[src/rtl/ahb_arbiter_if.sv]
// Request/grant bundle between the AHB masters' side and the bus arbiter.
interface ahb_arbiter_if #(
    parameter int HMAS_NUM     = 5,
    parameter int HBURST_WIDTH = 3,
    parameter int MID_W        = $clog2(HMAS_NUM)
);
    logic [HMAS_NUM-1:0]     hbusreq;
    logic [HMAS_NUM-1:0]     hlock;
    logic [1:0]              htrans;
    logic [HBURST_WIDTH-1:0] hburst;
    logic                    hready;
    logic [HMAS_NUM-1:0]     hgrant;
    logic [MID_W-1:0]        hmaster;
    logic [MID_W-1:0]        hmaster_data;
    logic                    hmastlock;

    modport master (
        output hbusreq, hlock, htrans, hburst, hready,
        input  hgrant, hmaster, hmaster_data, hmastlock
    );

    modport slave (
        input  hbusreq, hlock, htrans, hburst, hready,
        output hgrant, hmaster, hmaster_data, hmastlock
    );
endinterface

[src/rtl/ahb_arbiter.sv]
// Round-robin AHB-Lite multi-master arbiter that never splits a fixed-length burst.
// Optional bus locking is built only when AHB_ARB_LOCK_EN is defined.
module ahb_arbiter #(
    parameter  int HMAS_NUM     = 5,
    parameter  int HBURST_WIDTH = 3,
    parameter  int DEF_MASTER   = 0,
    localparam int MID_W        = $clog2(HMAS_NUM)
) (
    input  logic         hclk,
    input  logic         hreset,
    ahb_arbiter_if.slave bus
);

    localparam logic [1:0] TR_IDLE   = 2'd0;
    localparam logic [1:0] TR_NONSEQ = 2'd2;
    localparam logic [1:0] TR_SEQ    = 2'd3;

    localparam logic [HBURST_WIDTH-1:0] HB_WRAP4  = HBURST_WIDTH'(2);
    localparam logic [HBURST_WIDTH-1:0] HB_INCR4  = HBURST_WIDTH'(3);
    localparam logic [HBURST_WIDTH-1:0] HB_WRAP8  = HBURST_WIDTH'(4);
    localparam logic [HBURST_WIDTH-1:0] HB_INCR8  = HBURST_WIDTH'(5);
    localparam logic [HBURST_WIDTH-1:0] HB_WRAP16 = HBURST_WIDTH'(6);
    localparam logic [HBURST_WIDTH-1:0] HB_INCR16 = HBURST_WIDTH'(7);

    localparam logic [MID_W-1:0]    DEF_IDX    = MID_W'(DEF_MASTER);
    localparam logic [HMAS_NUM-1:0] DEF_ONEHOT = HMAS_NUM'(1) << DEF_MASTER;

`ifdef AHB_ARB_LOCK_EN
    typedef enum logic [1:0] {ST_ARB = 2'd0, ST_BURST = 2'd1, ST_LOCKED = 2'd2} state_t;
`else
    typedef enum logic [1:0] {ST_ARB = 2'd0, ST_BURST = 2'd1} state_t;
`endif

    state_t              r_state;
    state_t              w_state_next;
    logic [3:0]          r_cnt;
    logic [3:0]          w_cnt_next;
    logic [MID_W-1:0]    r_gidx;
    logic [HMAS_NUM-1:0] r_hgrant;
    logic [MID_W-1:0]    r_hmaster;
    logic [MID_W-1:0]    r_hmaster_data;

    logic                w_arb_ok;
    logic [MID_W-1:0]    w_sel;
    logic [HMAS_NUM-1:0] w_sel_onehot;
    logic [MID_W-1:0]    w_cand [HMAS_NUM];
    logic                w_fixed;
    logic [3:0]          w_len_m1;
    logic                w_burst_start;
    logic                w_acc_seq;
    logic                w_acc_end;

    // Candidate gi is the master gi+1 places after the current grantee, so the
    // grantee itself is the last one considered.
    generate
        for (genvar gi = 0; gi < HMAS_NUM; gi++) begin : g_cand
            logic [MID_W:0] w_sum;
            assign w_sum = {1'b0, r_gidx} + (MID_W + 1)'(gi + 1);
            assign w_cand[gi] = (w_sum >= (MID_W + 1)'(HMAS_NUM))
                              ? MID_W'(w_sum - (MID_W + 1)'(HMAS_NUM))
                              : w_sum[MID_W-1:0];
        end
        for (genvar gi = 0; gi < HMAS_NUM; gi++) begin : g_onehot
            assign w_sel_onehot[gi] = (w_sel == MID_W'(gi));
        end
    endgenerate

    always_comb begin
        w_sel = DEF_IDX;
        for (int i = HMAS_NUM - 1; i >= 0; i--) begin
            if (bus.hbusreq[w_cand[i]]) begin
                w_sel = w_cand[i];
            end
        end
    end

    always_comb begin
        w_fixed  = 1'b1;
        w_len_m1 = 4'd0;
        case (bus.hburst)
            HB_WRAP4,  HB_INCR4:  w_len_m1 = 4'd3;
            HB_WRAP8,  HB_INCR8:  w_len_m1 = 4'd7;
            HB_WRAP16, HB_INCR16: w_len_m1 = 4'd15;
            default:              w_fixed  = 1'b0;
        endcase
    end

    assign w_burst_start = bus.hready && (bus.htrans == TR_NONSEQ) && w_fixed;
    assign w_acc_seq     = bus.hready && (bus.htrans == TR_SEQ);
    assign w_acc_end     = bus.hready && ((bus.htrans == TR_IDLE) || (bus.htrans == TR_NONSEQ));

    // A burst's opening NONSEQ keeps the grant with its owner; the handover is
    // scheduled from the beat count so the next owner's NONSEQ follows the last SEQ.
    always_comb begin
        w_state_next = r_state;
        w_cnt_next   = r_cnt;
        w_arb_ok     = 1'b0;
        case (r_state)
            ST_ARB: begin
                if (w_burst_start) begin
                    w_cnt_next   = w_len_m1;
                    w_state_next = ST_BURST;
                end else begin
                    w_arb_ok = bus.hready;
                end
            end
            ST_BURST: begin
                if (w_burst_start) begin
                    w_cnt_next = w_len_m1;
                end else if (w_acc_end) begin
                    w_state_next = ST_ARB;
                    w_cnt_next   = 4'd0;
                    w_arb_ok     = 1'b1;
                end else if (w_acc_seq) begin
                    w_arb_ok   = (r_cnt == 4'd2);
                    w_cnt_next = r_cnt - 4'd1;
                    if (r_cnt == 4'd1) begin
                        w_state_next = ST_ARB;
                    end
                end
            end
`ifdef AHB_ARB_LOCK_EN
            ST_LOCKED: begin
                if (w_burst_start) begin
                    w_cnt_next = w_len_m1;
                end else if (w_acc_seq && (r_cnt != 4'd0)) begin
                    w_cnt_next = r_cnt - 4'd1;
                end else if (w_acc_end) begin
                    w_cnt_next = 4'd0;
                end
                if (bus.hready && !bus.hlock[r_gidx]) begin
                    w_state_next = ST_ARB;
                    w_cnt_next   = 4'd0;
                    w_arb_ok     = 1'b1;
                end
            end
`endif
            default: begin
                w_state_next = ST_ARB;
                w_cnt_next   = 4'd0;
            end
        endcase
`ifdef AHB_ARB_LOCK_EN
        if (w_arb_ok && bus.hlock[w_sel]) begin
            w_state_next = ST_LOCKED;
        end
`endif
    end

    always_ff @(posedge hclk) begin
        if (hreset) begin
            r_state        <= ST_ARB;
            r_cnt          <= 4'd0;
            r_gidx         <= DEF_IDX;
            r_hgrant       <= DEF_ONEHOT;
            r_hmaster      <= DEF_IDX;
            r_hmaster_data <= DEF_IDX;
        end else begin
            r_state <= w_state_next;
            r_cnt   <= w_cnt_next;
            if (w_arb_ok) begin
                r_gidx   <= w_sel;
                r_hgrant <= w_sel_onehot;
            end
            if (bus.hready) begin
                r_hmaster      <= r_gidx;
                r_hmaster_data <= r_hmaster;
            end
        end
    end

`ifdef AHB_ARB_LOCK_EN
    logic r_hmastlock;

    always_ff @(posedge hclk) begin
        if (hreset) begin
            r_hmastlock <= 1'b0;
        end else if (bus.hready) begin
            r_hmastlock <= bus.hlock[r_gidx];
        end
    end

    assign bus.hmastlock = r_hmastlock;
`else
    logic w_unused_hlock;
    assign w_unused_hlock = ^bus.hlock;
    assign bus.hmastlock  = 1'b0;
`endif

    assign bus.hgrant       = r_hgrant;
    assign bus.hmaster      = r_hmaster;
    assign bus.hmaster_data = r_hmaster_data;

endmodule

[src/flat_wrapper.sv]
// flat-port wrapper written by rule: the top's interface ports become plain ports
module ahb_arbiter_flat 
#(
    parameter  int HMAS_NUM     = 5,
    parameter  int HBURST_WIDTH = 3,
    parameter  int DEF_MASTER   = 0,
    localparam int MID_W        = $clog2(HMAS_NUM)
)
  (hclk, hreset, bus_hbusreq, bus_hlock, bus_htrans, bus_hburst, bus_hready, bus_hgrant, bus_hmaster, bus_hmaster_data, bus_hmastlock);
  ahb_arbiter_if #(.HMAS_NUM(HMAS_NUM), .HBURST_WIDTH(HBURST_WIDTH)) bus_i ();
  input  logic hclk;
  input  logic hreset;
  input wire logic [$bits(bus_i.hbusreq)-1:0] bus_hbusreq;
  input wire logic [$bits(bus_i.hlock)-1:0] bus_hlock;
  input wire logic [$bits(bus_i.htrans)-1:0] bus_htrans;
  input wire logic [$bits(bus_i.hburst)-1:0] bus_hburst;
  input wire logic [$bits(bus_i.hready)-1:0] bus_hready;
  output wire logic [$bits(bus_i.hgrant)-1:0] bus_hgrant;
  output wire logic [$bits(bus_i.hmaster)-1:0] bus_hmaster;
  output wire logic [$bits(bus_i.hmaster_data)-1:0] bus_hmaster_data;
  output wire logic [$bits(bus_i.hmastlock)-1:0] bus_hmastlock;
  assign bus_i.hbusreq = bus_hbusreq;
  assign bus_i.hlock = bus_hlock;
  assign bus_i.htrans = bus_htrans;
  assign bus_i.hburst = bus_hburst;
  assign bus_i.hready = bus_hready;
  assign bus_hgrant = bus_i.hgrant;
  assign bus_hmaster = bus_i.hmaster;
  assign bus_hmaster_data = bus_i.hmaster_data;
  assign bus_hmastlock = bus_i.hmastlock;
  ahb_arbiter #(.HMAS_NUM(HMAS_NUM), .HBURST_WIDTH(HBURST_WIDTH), .DEF_MASTER(DEF_MASTER)) u_core (.hclk(hclk), .hreset(hreset), .bus(bus_i));
endmodule
[config.mk]
export PLATFORM = sky130hd
export DESIGN_NAME = ahb_arbiter_flat
export DESIGN_NICKNAME = d
export VERILOG_FILES = /design/src/rtl/ahb_arbiter_if.sv /design/src/rtl/ahb_arbiter.sv /design/src/flat_wrapper.sv
export SDC_FILE = /design/constraint.sdc
export NUM_CORES = 1
export LEC_CHECK = 0
export ABC_AREA = 1
export CAP_MARGIN = 20
export CORE_ASPECT_RATIO = 0.8
export CORE_MARGIN = 2
export CORE_UTILIZATION = 54
export CTS_CLUSTER_SIZE = 16
export DETAILED_ROUTE_END_ITERATION = 8
export PLACE_DENSITY = 0.86
export SYNTH_ARGS = -nofsm -noshare
export SYNTH_HDL_FRONTEND = slang
export SYNTH_SLANG_ARGS = --single-unit
[constraint.sdc]
create_clock -name hclk -period 2.6 [get_ports hclk]
set_input_delay 0.52 -clock hclk [delete_from_list [all_inputs] [get_ports hclk]]
set_output_delay 0.52 -clock hclk [all_outputs]
set_load 0.005 [all_outputs]
* Yosys cells after proc, flatten, opt, wreduce, memory -nomap -nowiden
Index checks and enable logic that the tools add are counted.
Cells by class: equality and inequality tests 20, shift operators 0, add/sub/neg operators 11, muxes and demuxes 38, divide/modulo/power cells 0, bitwise logic cells 0, reductions and logical operators 14, $mul 0, $lt $le $gt $ge 10
Operator list (number):
- $mux 3 | 10
- $ge 4x3->1 const B | 5
- $lt 3x4->1 const B | 5
- $mux 4 | 4
- $bmux 1 s3 | 5
- $eq 3x3->1 const B | 5
- $sub 3x3->3 const B | 5
- $eq 3x2->1 const B | 4
- $pmux 4 s3 | 1
- $mux 1 | 10
- $mux 2 | 5
- $add 3x2->4 const B | 2
- $add 3x3->4 const B | 2
- $pmux 4 s2 | 1
- $ne 3x1->1 const B | 2
- $reduce_or 2->1 | 3
- $reduce_or 6->1 | 1
- $add 3x1->4 const B | 1
- $eq 2x2->1 const B | 2
- $eq 4x1->1 const B | 1
- $eq 4x2->1 const B | 1
- $logic_and 1x1->1 | 4
- $logic_not 2->1 | 2
- $ne 4x1->1 const B | 1
- other kinds (11) | 11
Word-level totals: bits in registers 20, memories kept 0, bits in writable memories 0, latch bits 0, word-level logic and storage cells 99, memory bits (read-only) 0, output and inout port bits 12

* Logic depth before layout (Yosys ltp)
depth after elaboration 11, gate-level depth with buffers 21

* Least setup slack after synthesis
No wires, ideal clock.
path type register to register, start register u_core.r_gidx[0], end register u_core.r_hgrant[2] (netlist: u_core.bus.hgrant[2]), data required time 2533 ps, cell stages (with the launch flop) 21, data arrival time 2349 ps, slack 185 ps, buffers on the path 1, path through dfxtp_1 -> inv_2 -> buf_6 -> ha_1 -> inv_1 -> fa_1 -> a21oi_4 -> inv_2 -> o21ai_1 -> inv_1 -> nand3_1 -> nand2_1 -> nand2_1 -> nand2_1 -> nor2_1 -> nand2_1 -> nand2_1 -> nand2_2 -> nor2_2 -> nand2_1 -> a21oi_2
On the way: longest elaborated chain between the ends 11, elaborated cells on any way between the ends 36
Ends and longest elaborated chain:
- start: declaration | RTL line ahb_arbiter.sv:38 | logic [MID_W-1:0] r_gidx;
- start signal: assignment | RTL line ahb_arbiter.sv:162 | r_gidx <= w_sel;
- $add 3x3->4 | RTL line ahb_arbiter.sv:58 | assign w_sum = {1'b0, r_gidx} + (MID_W + 1)'(gi + 1);
- $ge 4x3->1 or $sub 3x3->3 (tied branches) | RTL line ahb_arbiter.sv:59, ahb_arbiter.sv:60
- $mux 3 | RTL line ahb_arbiter.sv:60 | ? MID_W'(w_sum - (MID_W + 1)'(HMAS_NUM))
- $bmux 1 s3 | RTL line ahb_arbiter.sv:71 | if (bus.hbusreq[w_cand[i]]) begin
- $mux 1 (not written as such) | RTL line ahb_arbiter.sv:71
- $mux 3 (4 in a row) | RTL line ahb_arbiter.sv:71
- $mux 3 (*) | RTL line ahb_arbiter.sv:71
- $eq 3x2->1 (*) | RTL line ahb_arbiter.sv:64 | assign w_sel_onehot[gi] = (w_sel == MID_W'(gi));
- end signal: assignment | RTL line ahb_arbiter.sv:163 | r_hgrant <= w_sel_onehot;
- end: declaration | RTL line ahb_arbiter.sv:39 | logic [HMAS_NUM-1:0] r_hgrant;
Mark *: on every way between the ends. The rest lies on a longest branch, timed or not. The select of a mux whose other input is x is not followed. A chain may end at the register's enable or synchronous reset.

* Final worst setup path
start register u_core.r_gidx[1], end register u_core.r_hgrant[2] (netlist: u_core.bus.hgrant[2])
Same word-level chain as after synthesis.

==> flow_summary.toml <==
[floorplan]
die_x_um = 70.18
ios = 30
die_area_mm2 = 0.003996
initial_core_util = 0.5565
core_mm2 = 0.003400
die_h_um = 56.94
rows = 19

[yosys]
synth_top_family_by_area = "simple AND/OR/NAND/NOR gates"
ys_warn_count = 0
yosys-mux-area-fraction = 0
synth-compound-area-share = 0.1561
synth_most_common_cell = "nand2_1"
synth_area_leaders = "dfxtp_1 20%, nand2_1 14%, nand3_1 11%"
synth.distinct_cells = 39
synth_area_per_cell_um2 = 6.413
synthesis.instances = 295
synthAdderAreaFrac = 0.08995
synth_seq_cells = 19
synthArstFlopShare = 0
syn_nets = 326
yosys.area_share.xor_xnor = 0.01389
yosysTopAreaCell = "dfxtp_1"
seq_area_frac_synth = 0.2011
yosysTopAreaCellShare = 0.2011
ys.flop_type = "dfxtp_1"
synth-edff-count = 0
synth_top_cells_by_count = "73 x nand2_1, 41 x nand3_1, 33 x inv_1, 19 x dfxtp_1, 18 x nor2_1"
netlist_area_mm2 = 0.001892
synthSimpleGateAreaFrac = 0.4286

[cts]
cts_tree = "done"
root_buffer = "clkbuf_8"
clockBufferDepth = 2
insertion_delay_ns = 0.26
cts_sinks = 19
htreeDepth = 1
clk_pin_slew_ns = 0.08
cts_buffers = 3

[run_status]
status = "complete, no violations"

[global_routing]
grt_max_degree = 15
grt_pass1_wl_mm = 7.990
track_usage = 0.2441
antenna_found_initial = 0
grt_pass1_vias = 1791
grt_overflow_total = 0

[power_and_ir_drop]
p_comb_frac = 0.741
p_leak_nw = 1.097
pwr-share-seq = 0.168
power.density_mw_per_mm2 = 1009
internal_power_mw = 1.118
ir_drop_uv = 546.3
p_clk_frac = 0.090
p_sw_frac = 0.5166
p_switching_mw = 1.195

[worst_setup_path]
path_common_cell = "nand2_1"
crit_arrival_ns = 2.60
critPathCaptureType = "register"
required_ns = 2.79
crit_buf_inv = 2
worstPathMaxFanout = 5
cp_cell_sequence = "buf_4, fa_2, a21oi_4, inv_2, nand2_1, nand3_1, nand3_1, nand2_1, nand2_1, nand2_2, nor2_1, nand2_1, nand2_1, nand2_2, nor2_2, nand2_1, a21oi_2"
critPathTopFamily = "simple AND/OR/NAND/NOR gates"
worstSetupStartpointType = "register"
worstSetupPathType = "register to register"
max_stage_delay_ns = 0.42
critPathSlowestCell = "fa_2"

[place]
io_buffers = 22
pre_cts_slack_ns = 0.1072
hpwl_mm = 3.663
gp_congestion = 0.9338
place_area_mm2 = 0.002191

[cells_and_area]
diodes = 0
final_core_util = 0.6746
multi_input_area_mm2 = 0.001354
fin_nets = 356
drive_gt1_frac = 0.2037
ff_latch_area_um2 = 385.4
final_area_mm2 = 0.002293
fillers = 296
syn2layout_area_growth_pct = 21.23

[detailed_routing]
drt_iter0_drc = 161
vias_per_cell = 5.443
final_antenna_net_count = 0
dr.pass1.iters = 5
route.detailed.drc = 0
drt_wl_total_mm = 4.744
num_vias = 1992
wl_per_cell_um = 12.96

[timing]
drv_slew = 0
fin_crit_sh = 0.9254
clock.fmax_mhz = 415.6
whs_ns = 0.4692
min_period_ns = 2.406
layout_setup_ws_ns = 0.1939
skew_ns = 0.006156
setup_viol = 0
hold_viol = 0

[run]
drv_cap = 0

[worst_hold_path]
hold_path_class = "register to register"
==> state kept, by name (all words and copies together), names as in the netlist <==
signal	cells
u_core.r_cnt	4
u_core.r_gidx	3
u_core.bus.hgrant	5
u_core.bus.hmaster_data	3
u_core.r_state	1
u_core.bus.hmaster	3
==> cell type report <==
class	instances	share of cell area
clock inverter	1	0.002182
multi-input combinational	229	0.5903
timing repair buffer	33	0.1320
clock buffer	3	0.01800
inverter	39	0.06656
sequential	19	0.1680
tap	42	0.02291
==> worst register-to-register path, delay by kind of cell (launching register included) <==
kind	cells	cell delay, ns
and+or+nand+nor	12	1.06
DFF	1	0.37
buffers and inverters	2	0.23
adders and majority gates	1	0.42
AOI/OAI and AO/OA	2	0.28
==> cell usage in the layout, fill, tap and decap left out, types with 2 or more instances in the layout <==
cell,n
clkbuf_8,3
a31oi_1,2
a21oi_1,9
ha_1,9
dfxtp_1,17
o21ai_2,3
nand2_4,2
a21oi_2,3
o22ai_1,2
inv_1,31
ha_4,2
o21ai_1,5
xor2_1,3
nand2_1,72
inv_2,6
clkdlybuf4s50_1,22
nand4_1,3
o211ai_1,2
a211oi_1,2
nor3_1,2
nand2_2,16
nand3_1,41
buf_4,11
o21ai_0,14
nor2_1,18
nand3_2,4
==> stage by stage <==
step | power, mW | TNS (ns) | instances
6_report | 2.313 | 0 | 366
5_1_grt | 2.551 | -0.04451 | 366
4_1_cts | 2.205 | 0 | 366
3_5_place_dp | 1.991 | 0 | 362
3_3_place_gp | 1.939 | 0 | 362
2_1_floorplan | 1.622 | 0 | 295
==> cell families after synthesis <==
family | count (synthesis)
and+or+nand+nor | 165
buffers and inverters | 47
AOI/OAI and AO/OA | 47
adders and majority gates | 13
DFF | 19
other | 1
xor gates and xnor gates | 3
==> routing by layer <==
metal,up-vias,track usage,share of wire
met5,-,0,0
met4,0,0.03571,0.0076
met3,6,0.05477,0.077
met2,84,0.3878,0.45
met1,884,0.3501,0.47
li1,1018,-,-
==> power groups by stage <==
stage	combinational, mW	clock (mW)	sequential [mW]
after global placement	1.55	0	0.388
final	1.71	0.209	0.389
after floorplan	1.22	0	0.398
after global routing	1.93	0.225	0.397
after detailed placement	1.60	0	0.389
after CTS	1.61	0.215	0.384
==> final timing paths <==
kind	endpoint	slack [ns]	cells past startpoint	startpoint
worst max-delay path	u_core.bus.hgrant[2]	0.19	17	u_core.r_gidx[1]
worst min-delay path	u_core.bus.hgrant[1]	0.47	2	u_core.bus.hgrant[1]
worst max register to register	u_core.bus.hgrant[2]	0.19	17	u_core.r_gidx[1]
worst min register to register	u_core.bus.hgrant[1]	0.47	2	u_core.bus.hgrant[1]
==> timing repair <==
| action | 4_1_cts | 5_1_grt |
|---|---|---|
| buffers inserted | 0 | 0 |
| endpoints found under the setup margin | 0 | 6 |
| hold buffers | 0 | 0 |
| gates resized for setup | 0 | 14 |
Power figures use the tool's default switching activity.
